[src/rtl/filter_pkg.sv]
// Elaboration-time helpers for debounce_filter: filter count N and counter width.
package filter_pkg;

  // N = max(1, ceil(filt_ns / clk_ns))
  function automatic int filter_count(input int clk_ns, input int filt_ns);
    int n;
    n = (filt_ns + clk_ns - 1) / clk_ns;
    if (n < 1) begin
      n = 1;
    end else begin
      n = n;
    end
    return n;
  endfunction

  function automatic int filter_width(input int n);
    return $clog2(n + 1);
  endfunction

endpackage

[src/rtl/debounce_filter_bit.sv]
// One debounce channel: optional 2-flop synchronizer (FILTER_SYNC_EN), stability counter, output flop.
module debounce_filter_bit #(
  parameter int   N       = 3500,
  parameter int   W       = 12,
  parameter logic RST_VAL = 1'b1
) (
  input  logic Clock,
  input  logic Reset,
  input  logic I,
  output logic O
);

  localparam logic [W-1:0] C_LAST = W'(N - 1);

  logic         w_s;
  logic         r_o;
  logic [W-1:0] r_cnt;

`ifdef FILTER_SYNC_EN
  logic [1:0] r_sync;

  // Two-stage synchronizer for pins that are asynchronous to Clock
  always_ff @(posedge Clock or posedge Reset) begin
    if (Reset) begin
      r_sync <= {2{RST_VAL}};
    end else begin
      r_sync <= {r_sync[0], I};
    end
  end

  assign w_s = r_sync[1];
`else
  assign w_s = I;
`endif

  // Output flips only after N consecutive edges of disagreement
  always_ff @(posedge Clock or posedge Reset) begin
    if (Reset) begin
      r_o   <= RST_VAL;
      r_cnt <= {W{1'b0}};
    end else if (w_s == r_o) begin
      r_cnt <= {W{1'b0}};
    end else if (r_cnt == C_LAST) begin
      r_o   <= w_s;
      r_cnt <= {W{1'b0}};
    end else begin
      r_cnt <= r_cnt + {{(W-1){1'b0}}, 1'b1};
    end
  end

  assign O = r_o;

endmodule

[src/rtl/debounce_filter.sv]
// Bank of independent debounce channels; define FILTER_SYNC_EN to add input synchronizers.
module debounce_filter
  import filter_pkg::*;
#(
  parameter int              Size            = 2,
  parameter int              ClockPeriod_ns  = 20,
  parameter int              FilterPeriod_ns = 70_000,
  parameter logic [Size-1:0] ResetValue      = '1
) (
  input  logic            Clock,
  input  logic            Reset,
  input  logic [Size-1:0] I,
  output logic [Size-1:0] O
);

  localparam int N = filter_count(ClockPeriod_ns, FilterPeriod_ns);
  localparam int W = filter_width(N);

  for (genvar g = 0; g < Size; g++) begin : g_bit
    debounce_filter_bit #(
      .N      (N),
      .W      (W),
      .RST_VAL(ResetValue[g])
    ) u_bit (
      .Clock(Clock),
      .Reset(Reset),
      .I    (I[g]),
      .O    (O[g])
    );
  end

endmodule

[config.mk]
export PLATFORM = sky130hd
export DESIGN_NAME = debounce_filter
export DESIGN_NICKNAME = d
export VERILOG_FILES = /design/src/rtl/filter_pkg.sv /design/src/rtl/debounce_filter_bit.sv /design/src/rtl/debounce_filter.sv
export SDC_FILE = /design/constraint.sdc
export NUM_CORES = 1
export LEC_CHECK = 0
export BUFFER_PORTS_ARGS = -buffer_cell sky130_fd_sc_hd__buf_2
export CAP_MARGIN = 10
export CORE_MARGIN = 3
export CORE_UTILIZATION = 45
export CTS_CLUSTER_DIAMETER = 150
export CTS_CLUSTER_SIZE = 12
export DETAILED_ROUTE_END_ITERATION = 10
export PLACE_DENSITY = 0.74
export SLEW_MARGIN = 20
export SYNTH_ARGS = -nofsm -noshare
export SYNTH_HDL_FRONTEND = slang
export SYNTH_SLANG_ARGS = --single-unit
[constraint.sdc]
create_clock -name Clock -period 1.7 [get_ports Clock]
set_clock_uncertainty 0.05 [all_clocks]
set_input_delay 0.425 -clock Clock [delete_from_list [all_inputs] [get_ports Clock]]
set_output_delay 0.425 -clock Clock [all_outputs]
set_load 0.05 [all_outputs]
# After elaboration in Yosys (flattened, before gate mapping)
# Cells that the tools add are included.
# W data, S select, Z words.
[totals]
out_inout_bits = 2
input_bits = 4
word_cells = 18
register_bits = 26
[classes]
n_addsub = 2
n_mux = 4
n_reduce_logical = 2
eq_ne = 4
n_bitwise = 2
[ops]
columns = ["cell", "n"]
rows = [
  ["$mux W12", 4],
  ["$add A12 B1 Y12 const B", 2],
  ["$eq A12 B12 Y1 const B", 2],
  ["$reduce_and A2 Y1", 2],
  ["$eq A1 B1 Y1", 2],
  ["$not A1 Y1", 2],
]

# Depth between registers and ports, before layout
# Gate-level depths: netlist (run 1).
[logic_depth]
ltp_word = 3
ltp_mapped = 5
depth_no_buf = 4

# By module
# A second synthesis (run 1) with hierarchy kept.
[hier_totals]
cells_unflattened = 120
hier_area_um2 = 1288.7
[modules_own_cells]
columns = ["mod", "area_each_um2", "seq_area_each_um2", "instances", "cells_each"]
rows = [
  ["debounce_filter_bit", 644.4, 326.6, 2, 60],
]

# Least setup slack after synthesis (run 1)
# Ideal clock, no wire load.
[synth_timing]
path_type = "register to register"
from = "register g_bit[0].u_bit.r_cnt[6]"
to = "register g_bit[0].u_bit.r_o"
t_arrival_ps = 1497
period_less_slack_ps = 1630
required_ps = 1568
setup_time_ps = 82
setup_slack_ps = 70
stages_incl_launch_ff = 4
path_buffers = 0
cell_sequence = "dfrtp_1 > or4b_4 > nor3_1 > mux2_2"
[synth_via]
elab_chain_len = 2
[synth_lines]
columns = ["item", "line_no", "source"]
rows = [
  ["start: declaration", "debounce_filter_bit.sv:17", "logic [W-1:0] r_cnt;"],
  ["start signal: assignment", "debounce_filter_bit.sv:40", "r_cnt <= {W{1'b0}};"],
  ["start signal: assignment", "debounce_filter_bit.sv:42", "r_cnt <= {W{1'b0}};"],
  ["start signal: assignment", "debounce_filter_bit.sv:45", "r_cnt <= {W{1'b0}};"],
  ["$eq A12 B12 Y1", "debounce_filter_bit.sv:43", "end else if (r_cnt == C_LAST) begin"],
  ["$reduce_and A2 Y1 (no line)", "-", ""],
  ["end signal: assignment", "debounce_filter_bit.sv:44", "r_o <= w_s;"],
  ["end: declaration", "debounce_filter_bit.sv:16", "logic r_o;"],
]
# No other way between the ends.
# A chain may end at the register's enable or synchronous reset.

# Worst setup path after layout (run 1)
[layout_timing]
from = "register g_bit[0].u_bit.r_cnt[6]"
to = "register g_bit[0].u_bit.r_cnt[6]"
[layout_via]
elab_chain_len = 3
word_cells_on_any_way = 4
classes_between = "add/sub: 1; eq/ne: 1; mux: 2"
[layout_lines]
columns = ["item", "line_no", "source"]
rows = [
  ["$add A12 B1 Y12 or $eq A12 B12 Y1 (tied branches)", "debounce_filter_bit.sv:47, debounce_filter_bit.sv:43", ""],
  ["$mux W12 (*)", "debounce_filter_bit.sv:43", ""],
  ["$mux W12 (*)", "debounce_filter_bit.sv:41", "end else if (w_s == r_o) begin"],
]
# Mark *: on every way between the ends. The rest lies on a longest branch, timed or not.

==> summary.txt, run 1 <==
===========================================================================================
Largest area contributor in the netlist                                        sky130_fd_sc_hd__dfrtp_1
Leading cell type in the layout, fill and taps excluded                        sky130_fd_sc_hd__dfrtp_1
Combined global-route utilization of all metal layers                                 0.154
Launching element type of the critical path                                       flip-flop
Worst EP arrival                                                                    1.80 ns
Final setup TNS                                                                        0 ns
Via density per instance                                                               5.80
Slew HR                                                                               0.782
Number of synthesized flops with an enable pin                                            0
Wire per inst                                                                  13.7 microns
Critical path endpoint category                                                   flip-flop
Antenna violations before repair                                                          0
Half-perimeter wire length after placement                                     1780 microns
Result of the run                                                              finished, final reports clean
Vias in the first global route                                                          972
Worst setup path start                                                         g_bit[0].u_bit.r_cnt[6]$_DFF_PP0_
Core region area                                                               0.00281 sq mm
IR drop worst, VDD                                                               0.000282 V
Reg2Reg Capture Point                                                          g_bit[0].u_bit.r_cnt[6]$_DFF_PP0_
Width of the die                                                               60.8 microns
Max cap viols                                                                             0
Fraction of power spent switching nets                                                0.232
Wire length reported by the detailed router                                    2470 microns
Number of design-rule violations left by the first detailed-router iteration             56
Clock-pin slew on the worst setup and hold paths                                    0.14 ns
Site row count                                                                           19
Worst-case hold slack                                                             0.0732 ns
Layout net count                                                                        158
WS Path Type                                                                   flip-flop to flip-flop
Clock tree sinks                                                                         26
Main area contributors after synthesis                                         sky130_fd_sc_hd__dfrtp_1, sky130_fd_sc_hd__a21oi_1, sky130_fd_sc_hd__nand3_1
Cell area after synthesis                                                      0.00135 sq mm
Count of cells along the worst register-to-register path                                  4
Port Buffer Count                                                                         5
Setup slack of the worst register-to-register path                                  0.06 ns
Part of the cycle the worst path needs                                                0.967
Number of top-level design ports                                                          6
Sequential fraction of the synthesis area                                             0.483
Sequential group share of total power                                                 0.628
Setup violators final                                                                     0
Most instantiated flip-flop cell in the synthesis netlist                      sky130_fd_sc_hd__dfrtp_1
Synthesized net count                                                                   141
Fraction of registers with async set/reset                                             1.00
Maximum number of pins on one net before global-route repair                             27
Net switching power                                                                0.239 mW
Largest fanout on the critical path                                                      12
Min cycle time layout                                                               1.64 ns
Grt ovf                                                                                   0
Flops & latches, synth                                                                   26
Worst reg2reg startpoint                                                       g_bit[0].u_bit.r_cnt[6]$_DFF_PP0_
Share of power burned in combinational logic                                          0.070
Highest achievable clock rate                                                     0.608 GHz
Die footprint                                                                  0.00370 sq mm
Cell variety after synth                                                                 24
Global-route wire length before repair                                         4320 microns
Area growth from synthesis to final layout                                            12.7%
WP data required                                                                    1.85 ns
TritonCTS clock tree                                                                    yes
Die extent in y                                                                60.8 microns
Destination of the critical timing path                                        g_bit[0].u_bit.r_cnt[6]$_DFF_PP0_
Leakage power                                                                      0.615 nW
Area share of the leading cell type in the synthesized netlist                        0.444
Pwr/cell area                                                                   676 mW/mm^2
Number of DRC violations after detailed routing                                           0
RSZ-0062 raised after global routing                                                  false
Number of buffers created by CTS                                                          3
Detailed Routing Iterations Pass 1                                                        4
Share of post-route cells with drive strength above 1                                 0.201
Deepest clock path buffer count                                                           2
DRT antenna net count                                                                     0
Total vias in the final route                                                          1044
Worst slew pin tran                                                                0.328 ns
Internal power of the cells                                                        0.791 mW
Starting Density                                                                      0.482
Post-synthesis instance total                                                           133
Synthesized area divided by synthesized cell count                               10.2 sq um
# H-tree levels                                                                           1
Total number of yosys warnings                                                            0
Hold Crit Class                                                                input pin to asynchronous set/reset pin
Number of hold-slack violations in the final timing report                                0
Most used cells in the layout excluding fill and tap cells                     sky130_fd_sc_hd__dfrtp_1, sky130_fd_sc_hd__a21oi_1, sky130_fd_sc_hd__nand3_1, sky130_fd_sc_hd__nor2_1, sky130_fd_sc_hd__buf_4
Clk_lat worst skew                                                                  0.32 ns
# diodes                                                                                  0
Total count of max-transition violations in the final report                              0
Clock root buffer                                                              sky130_fd_sc_hd__clkbuf_4
Placer's final routability congestion estimate                                        0.806
Clock power frac                                                                      0.302
===========================================================================================
==> area by class of cell <==
| cell class | count | area (sq um) |
|---|---|---|
| Timing Repair Buffer | 16 | 124 |
| Tap cell | 31 | 38.8 |
| Clock buffer | 4 | 36.3 |
| Inverter | 5 | 18.8 |
| Sequential cell | 26 | 654 |
| Fill cell | 242 | 1280 |
| Multi-Input combinational cell | 98 | 651 |
==> cells in the mapped netlist (all sizes together), types with 4 or more instances <==
cell,number
o31ai,8
a21oi,14
nand4,6
nand3,12
xor2,6
ha,4
nor2,10
buf,4
or4,6
inv,5
or3,8
dfrtp,24
o21ai,8
nand2,6
==> timing repair <==
item | in CTS | in global routing
resized for setup | 0 | 3
endpoints found under the setup margin | 0 | 5
hold buffers | 0 | 0
buffers inserted | 0 | 1
==> power groups by stage <==
stage | clock, mW | sequential [mW] | combinational [mW]
6_report | 0.311 | 0.646 | 0.0720
5_1_grt | 0.338 | 0.649 | 0.0831
4_1_cts | 0.320 | 0.646 | 0.0724
3_5_place_dp | 0 | 0.657 | 0.0716
3_3_place_gp | 0 | 0.656 | 0.0690
2_1_floorplan | 0 | 0.655 | 0.0478
==> worst min path at each step <==
stage,start,to,slack [ns],depth (start not counted)
after detailed placement,Reset,g_bit[1].u_bit.r_cnt[0]$_DFF_PP0_,0.45,3
after global routing,Reset,g_bit[0].u_bit.r_cnt[3]$_DFF_PP0_,0.11,3
final,Reset,g_bit[1].u_bit.r_cnt[5]$_DFF_PP0_,0.07,3
after global placement,Reset,g_bit[1].u_bit.r_cnt[5]$_DFF_PP0_,0.44,3
after floorplan,Reset,g_bit[0].u_bit.r_cnt[0]$_DFF_PP0_,0.41,1
after CTS,Reset,g_bit[0].u_bit.r_cnt[1]$_DFF_PP0_,0.09,3
==> layer usage <==
metal,vias up,track usage,share of wire
li1,525,-,-
met3,2,0.0319,0.027
met1,504,0.204,0.49
met5,-,0,0
met4,0,0.0464,0.0081
met2,13,0.255,0.48
==> state kept, by name, summed over array words and instances, names as in the netlist <==
signal	count
g_bit.u_bit.O	2
g_bit.u_bit.r_cnt	24
==> critical path: stages (launching register included) <==
cell and delay (ns):
sky130_fd_sc_hd__dfrtp_1 0.42, sky130_fd_sc_hd__or4b_4 0.57, sky130_fd_sc_hd__o31ai_4 0.26, sky130_fd_sc_hd__buf_6 0.18
sky130_fd_sc_hd__a21oi_1 0.06
==> cells by family after synthesis <==
family / Yosys count / synth area share
adder cells (fa/ha/maj): 4 / 0.0370
multiplexers: 2 / 0.0167
buffers and inverters: 9 / 0.0389
XOR/XNOR: 8 / 0.0519
AND/OR/NAND/NOR: 54 / 0.226
AO/OA/AOI/OAI: 30 / 0.146
flip-flops: 26 / 0.483
==> metrics by stage <==
| step | util | worst slack, ns | cell area, sq um | instances | power, mW |
|---|---|---|---|---|---|
| after detailed placement | 0.524 | 0.0596 | 1470 | 175 | 0.728 |
| final | 0.543 | 0.0555 | 1520 | 180 | 1.03 |
| after global routing | 0.543 | 0.00442 | 1520 | 180 | 1.07 |
| after CTS | 0.537 | 0.0410 | 1510 | 179 | 1.04 |
| after floorplan | - | 0.0704 | 1350 | 133 | 0.703 |
| after global placement | 0.524 | 0.109 | 1470 | 175 | 0.725 |
Power figures use the tool's default switching activity.
==> run 2, diff against run 1 <==
CELL_PAD_IN_SITES_DETAIL_PLACEMENT = 2   (was not set)
CELL_PAD_IN_SITES_GLOBAL_PLACEMENT = 2   (was not set)
CORE_UTILIZATION = 35   (was 45)
PLACE_DENSITY = 0.83   (was 0.74)
==> run 2 against run 1 <==
  * Highest routed layer unchanged
  * Critical path type unchanged
  * Register-to-register slack got worse by 0.03 ns
  * Final cell count is 8.9% higher
  * Utilization shrank 9.3 points
==> summary.txt, run 2 (same netlist as run 1, synthesis figures left out) <==
===========================================================================================
Result of the run                                                              finished, final reports clean
Worst slew pin tran                                                                0.350 ns
Die extent in y                                                                68.1 microns
Half-perimeter wire length after placement                                     2670 microns
Cell Area, Placed                                                              0.00149 sq mm
Largest fanout on the critical path                                                       2
Critical path endpoint category                                                   flip-flop
Met1 demand-to-capacity share in global routing                                       0.220
Min cycle time layout                                                               1.68 ns
Most Used Layer, Global Route                                                          met2
Number of hold-slack violations in the final timing report                                0
Total vias in the final route                                                          1136
Worst-case hold slack                                                              0.135 ns
TritonCTS clock tree                                                                    yes
Clock-pin slew on the worst setup and hold paths                                    0.09 ns
Highest achievable clock rate                                                     0.596 GHz
RSZ-0062 raised after global routing                                                   true
Met3 layer usage reported by global route                                            0.0476
Largest stage delay on the critical path                                            0.57 ns
Launching element type of the critical path                                       flip-flop
Largest register by flop count                                                 g_bit.u_bit.r_cnt
Grt ovf                                                                                   0
Core region area                                                               0.00352 sq mm
Final cell area excluding filler cells                                         0.00158 sq mm
Width of the die                                                               68.1 microns
Number of buffers created by CTS                                                          3
Max cap viols                                                                             0
Clock tree sinks                                                                         26
Area growth from synthesis to final layout                                            17.2%
Max stage delay cell, worst path                                               sky130_fd_sc_hd__or4b_4
Detailed Routing Iterations Pass 1                                                        4
Clk_lat worst skew                                                                  0.28 ns
Count of hold buffers inserted by post-cts repair                                         0
Leading cell type in the layout, fill and taps excluded                        sky130_fd_sc_hd__dfrtp_1
Wire length reported by the detailed router                                    3780 microns
Placer's final routability congestion estimate                                        0.782
GRT met2 Usage                                                                        0.320
Setup violators final                                                                     0
Share of post-route cells with drive strength above 1                                 0.233
Pwr/cell area                                                                   722 mW/mm^2
Number of DRC violations after detailed routing                                           0
Site row count                                                                           21
Antenna violations before repair                                                          0
Layout net count                                                                        159
Die footprint                                                                  0.00464 sq mm
Part of the cycle the worst path needs                                                0.987
# H-tree levels                                                                           1
Largest delay contributor family on the critical path                          simple AND/OR/NAND/NOR gates
Clock root buffer                                                              sky130_fd_sc_hd__clkbuf_8
Global-route wire length before repair                                         6210 microns
WS Path Type                                                                   flip-flop to flip-flop
Port Buffer Count                                                                         5
Final setup TNS                                                                        0 ns
Wire per inst                                                                  19.3 microns
Number of design-rule violations left by the first detailed-router iteration             91
Max reg flops                                                                            24
DRT antenna net count                                                                     0
Leakage power                                                                      0.627 nW
Deepest clock path buffer count                                                           2
IR drop worst, VDD                                                               0.000656 V
Setup slack of the worst register-to-register path                                  0.02 ns
Total count of max-transition violations in the final report                              0
Vias in the first global route                                                         1276
Number of top-level design ports                                                          6
Slew HR                                                                               0.767
WP data required                                                                    1.87 ns
Starting Density                                                                      0.384
Maximum number of pins on one net before global-route repair                             27
Combined global-route utilization of all metal layers                                 0.188
Most used cells in the layout excluding fill and tap cells                     sky130_fd_sc_hd__dfrtp_1, sky130_fd_sc_hd__a21oi_1, sky130_fd_sc_hd__nand3_1, sky130_fd_sc_hd__nor2_1, sky130_fd_sc_hd__buf_4
Hold Crit Class                                                                input pin to asynchronous set/reset pin
Worst EP arrival                                                                    1.85 ns
Worst Path Buf+Inv                                                                        0
# diodes                                                                                  0
Cells along the critical path                                                  or4b_4, nor3_2, mux2_2
Via density per instance                                                               5.80
===========================================================================================
[run 2: power breakdown]
group	internal [mW]	total, mW	switching (mW)
sequential	0.630	0.648	0.0177
combinational	0.0322	0.0800	0.0479
clock	0.208	0.417	0.209
[run 2: per-stage QoR]
stage	setup slack (ns)	utilization	power (mW)	instances
CTS	0.0345	0.441	1.15	194
floorplan	0.0704	-	0.703	133
global route	-0.0193	0.450	1.19	196
finish	0.0223	0.450	1.14	196
detailed placement	-0.00361	0.423	0.738	190
global placement	0.0994	0.423	0.729	190
[run 2: layout make-up]
cell class | instances | area (sq um)
inverter | 5 | 18.8
clock buffer | 4 | 55.1
timing repair buffer | 17 | 131
tap | 46 | 57.6
fill | 390 | 1940
multi-input combinational | 98 | 667
sequential | 26 | 654
[run 2: what timing repair did]
| action | in CTS | in global routing |
|---|---|---|
| buffers inserted | 0 | 2 |
| resized for setup | 2 | 5 |
| endpoints found under the setup margin | 2 | 9 |
| gates cloned | 0 | 0 |
| pin swaps | 0 | 1 |
[run 2: worst register-to-register path, delay by kind of cell, from the launching register on]
family        cells  cell delay, ns
mux               1            0.37
simple gates      2            0.79
flops             1            0.40
[run 2: path summary, 6_finish.rpt]
path | startpoint | to | cells after the start
worst max-delay path | g_bit[0].u_bit.r_cnt[6]$_DFF_PP0_ | g_bit[0].u_bit.O$_DFFE_PP1P_ | 3
worst min-delay path | Reset | g_bit[0].u_bit.r_cnt[4]$_DFF_PP0_ | 3
worst max register to register | g_bit[0].u_bit.r_cnt[6]$_DFF_PP0_ | g_bit[0].u_bit.O$_DFFE_PP1P_ | 3
worst min register to register | g_bit[1].u_bit.r_cnt[0]$_DFF_PP0_ | g_bit[1].u_bit.r_cnt[0]$_DFF_PP0_ | 1
max in group asynchronous | Reset | g_bit[1].u_bit.O$_DFFE_PP1P_ | 3
min in group Clock | I[1] | g_bit[1].u_bit.O$_DFFE_PP1P_ | 2
[run 2: metal layers]
metal,vias up,share of wire
li1,524,-
met1,589,0.42
met2,17,0.52
met3,6,0.037
met4,0,0.023
met5,-,0
==> run 3, diff against run 2 <==
CELL_PAD_IN_SITES_DETAIL_PLACEMENT = 0   (was 2)
PLACE_DENSITY = 0.72   (was 0.83)
==> run 3 against run 2 <==
  * Final cell count is 0.51% lower
  * Count of clock-buffer cells in the layout stayed put
  * Wire length is 35% lower
  * Global-route usage is 5.9 points lower
  * Power is 3.2% lower
  * Non-clock buffer count is 1 lower
  * Setup slack better by 0.054 ns
  * Cell area is 1.7% lower
  * Die area stayed put
  * Highest routed layer unchanged
==> summary.txt, run 3 (same netlist as run 1, synthesis figures left out) <==
===========================================================================================
Clk_lat worst skew                                                                  0.27 ns
Sequential Area                                                                   654 sq um
Setup violators final                                                                     0
Internal power of the cells                                                        0.867 mW
Largest fanout on the critical path                                                       2
Final setup TNS                                                                        0 ns
Pwr/cell area                                                                   712 mW/mm^2
Starting Density                                                                      0.384
Total vias in the final route                                                          1047
Leading cell type in the layout, fill and taps excluded                        sky130_fd_sc_hd__dfrtp_1
Number of hold-slack violations in the final timing report                                0
Largest stage delay on the critical path                                            0.58 ns
TritonCTS clock tree                                                                    yes
Worst EP arrival                                                                    1.78 ns
Width of the die                                                               68.1 microns
Core region area                                                               0.00352 sq mm
IR drop worst, VDD                                                               0.000541 V
# H-tree levels                                                                           1
Launching element type of the critical path                                       flip-flop
Half-perimeter wire length after placement                                     1880 microns
Site row count                                                                           21
Clock root buffer                                                              sky130_fd_sc_hd__clkbuf_8
Area used by multi-input combinational logic                                      651 sq um
# fillers                                                                               362
Result of the run                                                              finished, final reports clean
Share of post-route cells with drive strength above 1                                 0.201
Net switching power                                                                0.241 mW
Part of the cycle the worst path needs                                                0.955
Worst slew pin tran                                                                0.321 ns
Layout net count                                                                        158
# diodes                                                                                  0
Vias in the first global route                                                          974
Critical Path Stages                                                                      3
Worst Path Buf+Inv                                                                        0
Count of cells along the worst register-to-register path                                  3
Die extent in y                                                                68.1 microns
Port Buffer Count                                                                         5
Most used cells in the layout excluding fill and tap cells                     sky130_fd_sc_hd__dfrtp_1, sky130_fd_sc_hd__a21oi_1, sky130_fd_sc_hd__nand3_1, sky130_fd_sc_hd__nor2_1, sky130_fd_sc_hd__buf_4
Maximum number of pins on one net before global-route repair                             27
Number of DRC violations after detailed routing                                           0
Clock-pin slew on the worst setup and hold paths                                    0.09 ns
Largest register by flop count                                                 g_bit.u_bit.r_cnt
Share of power burned in combinational logic                                          0.065
Placer's final routability congestion estimate                                        0.836
Max stage delay cell, worst path                                               sky130_fd_sc_hd__or4b_1
Cells along the critical path                                                  or4b_1, nor3_1, mux2_2
Grt ovf                                                                                   0
Post-route total power                                                              1.11 mW
Combined global-route utilization of all metal layers                                 0.129
Deepest clock path buffer count                                                           2
Reg2Reg Capture Point                                                          g_bit[1].u_bit.O$_DFFE_PP1P_
Wire length reported by the detailed router                                    2470 microns
Hold Crit Class                                                                input pin to asynchronous set/reset pin
Leakage power                                                                      0.622 nW
Destination of the critical timing path                                        g_bit[1].u_bit.O$_DFFE_PP1P_
Number of placed instances, taps included                                               191
Final cell count without fillers                                                        195
Number of buffers inserted to repair setup after CTS                                      0
Area growth from synthesis to final layout                                            15.2%
Sequential group share of total power                                                 0.583
Max reg flops                                                                            24
Wire per inst                                                                  12.7 microns
Number of buffers created by CTS                                                          3
DRT antenna net count                                                                     0
Slew HR                                                                               0.786
Number of design-rule violations left by the first detailed-router iteration             47
Number of top-level design ports                                                          6
Via density per instance                                                               5.37
Clock tree sinks                                                                         26
CTS-repair resized insts                                                                  0
Min cycle time layout                                                               1.62 ns
Antenna violations before repair                                                          0
WS Path Type                                                                   flip-flop to flip-flop
RSZ-0062 raised after global routing                                                  false
Worst setup path start                                                         g_bit[1].u_bit.r_cnt[4]$_DFF_PP0_
Setup slack of the worst register-to-register path                                  0.08 ns
Max cap viols                                                                             0
Count of hold buffers inserted by post-cts repair                                         0
Largest delay contributor family on the critical path                          simple AND/OR/NAND/NOR gates
Total count of max-transition violations in the final report                              0
Global-route wire length before repair                                         4480 microns
Critical path endpoint category                                                   flip-flop
Die footprint                                                                  0.00464 sq mm
Fraction of power spent switching nets                                                0.217
Worst reg2reg startpoint                                                       g_bit[1].u_bit.r_cnt[4]$_DFF_PP0_
Clock power frac                                                                      0.352
Detailed Routing Iterations Pass 1                                                        4
Highest achievable clock rate                                                     0.616 GHz
WP data required                                                                    1.85 ns
===========================================================================================
==> run 3: stage by stage <==
step	area, sq um	hold slack [ns]	utilization	setup slack (ns)
4_1_cts	1550	0.151	0.440	0.0395
6_report	1560	0.142	0.442	0.0761
5_1_grt	1560	0.167	0.442	0.00197
3_3_place_gp	1500	0.447	0.425	0.0871
3_5_place_dp	1500	0.447	0.425	0.0616
2_1_floorplan	1350	0.414	-	0.0704
==> run 3: how the worst min path moves through the flow <==
| stage | slack, ns | end | startpoint | depth (start not counted) |
|---|---|---|---|---|
| after CTS | 0.15 | g_bit[0].u_bit.r_cnt[0]$_DFF_PP0_ | Reset | 3 |
| after floorplan | 0.41 | g_bit[0].u_bit.r_cnt[0]$_DFF_PP0_ | Reset | 1 |
| after global placement | 0.45 | g_bit[0].u_bit.r_cnt[0]$_DFF_PP0_ | Reset | 3 |
| final | 0.14 | g_bit[0].u_bit.r_cnt[2]$_DFF_PP0_ | Reset | 3 |
| after global routing | 0.17 | g_bit[0].u_bit.r_cnt[0]$_DFF_PP0_ | Reset | 3 |
| after detailed placement | 0.45 | g_bit[0].u_bit.r_cnt[0]$_DFF_PP0_ | Reset | 3 |
==> run 3: power groups by stage <==
stage | Combinational [mW] | Sequential [mW] | Clock, mW
6_report | 0.0716 | 0.645 | 0.390
5_1_grt | 0.0834 | 0.649 | 0.439
4_1_cts | 0.0734 | 0.645 | 0.411
3_5_place_dp | 0.0730 | 0.657 | 0
3_3_place_gp | 0.0734 | 0.657 | 0
2_1_floorplan | 0.0478 | 0.655 | 0
==> run 3: layout make-up <==
type | count | area share
flip-flops and latches | 26 | 0.420
multi-input cells | 98 | 0.418
repair buffers | 16 | 0.0772
well taps | 46 | 0.0370
clock buffers | 4 | 0.0354
inverters | 5 | 0.0121
==> run 3: metal layers <==
metal  GRT usage  part of all wire  vias to the layer above
met3      0.0394             0.067                        2
met4      0.0298            0.0069                        0
met1       0.193              0.52                      495
met2       0.181              0.41                       24
li1            -                 -                      526
met5           0                 0                        -
==> run 3: worst register-to-register path, delay by kind of cell (launching register included) <==
kind,cells,cell delay (ns)
simple gates,2,0.78
flops,1,0.39
mux,1,0.35
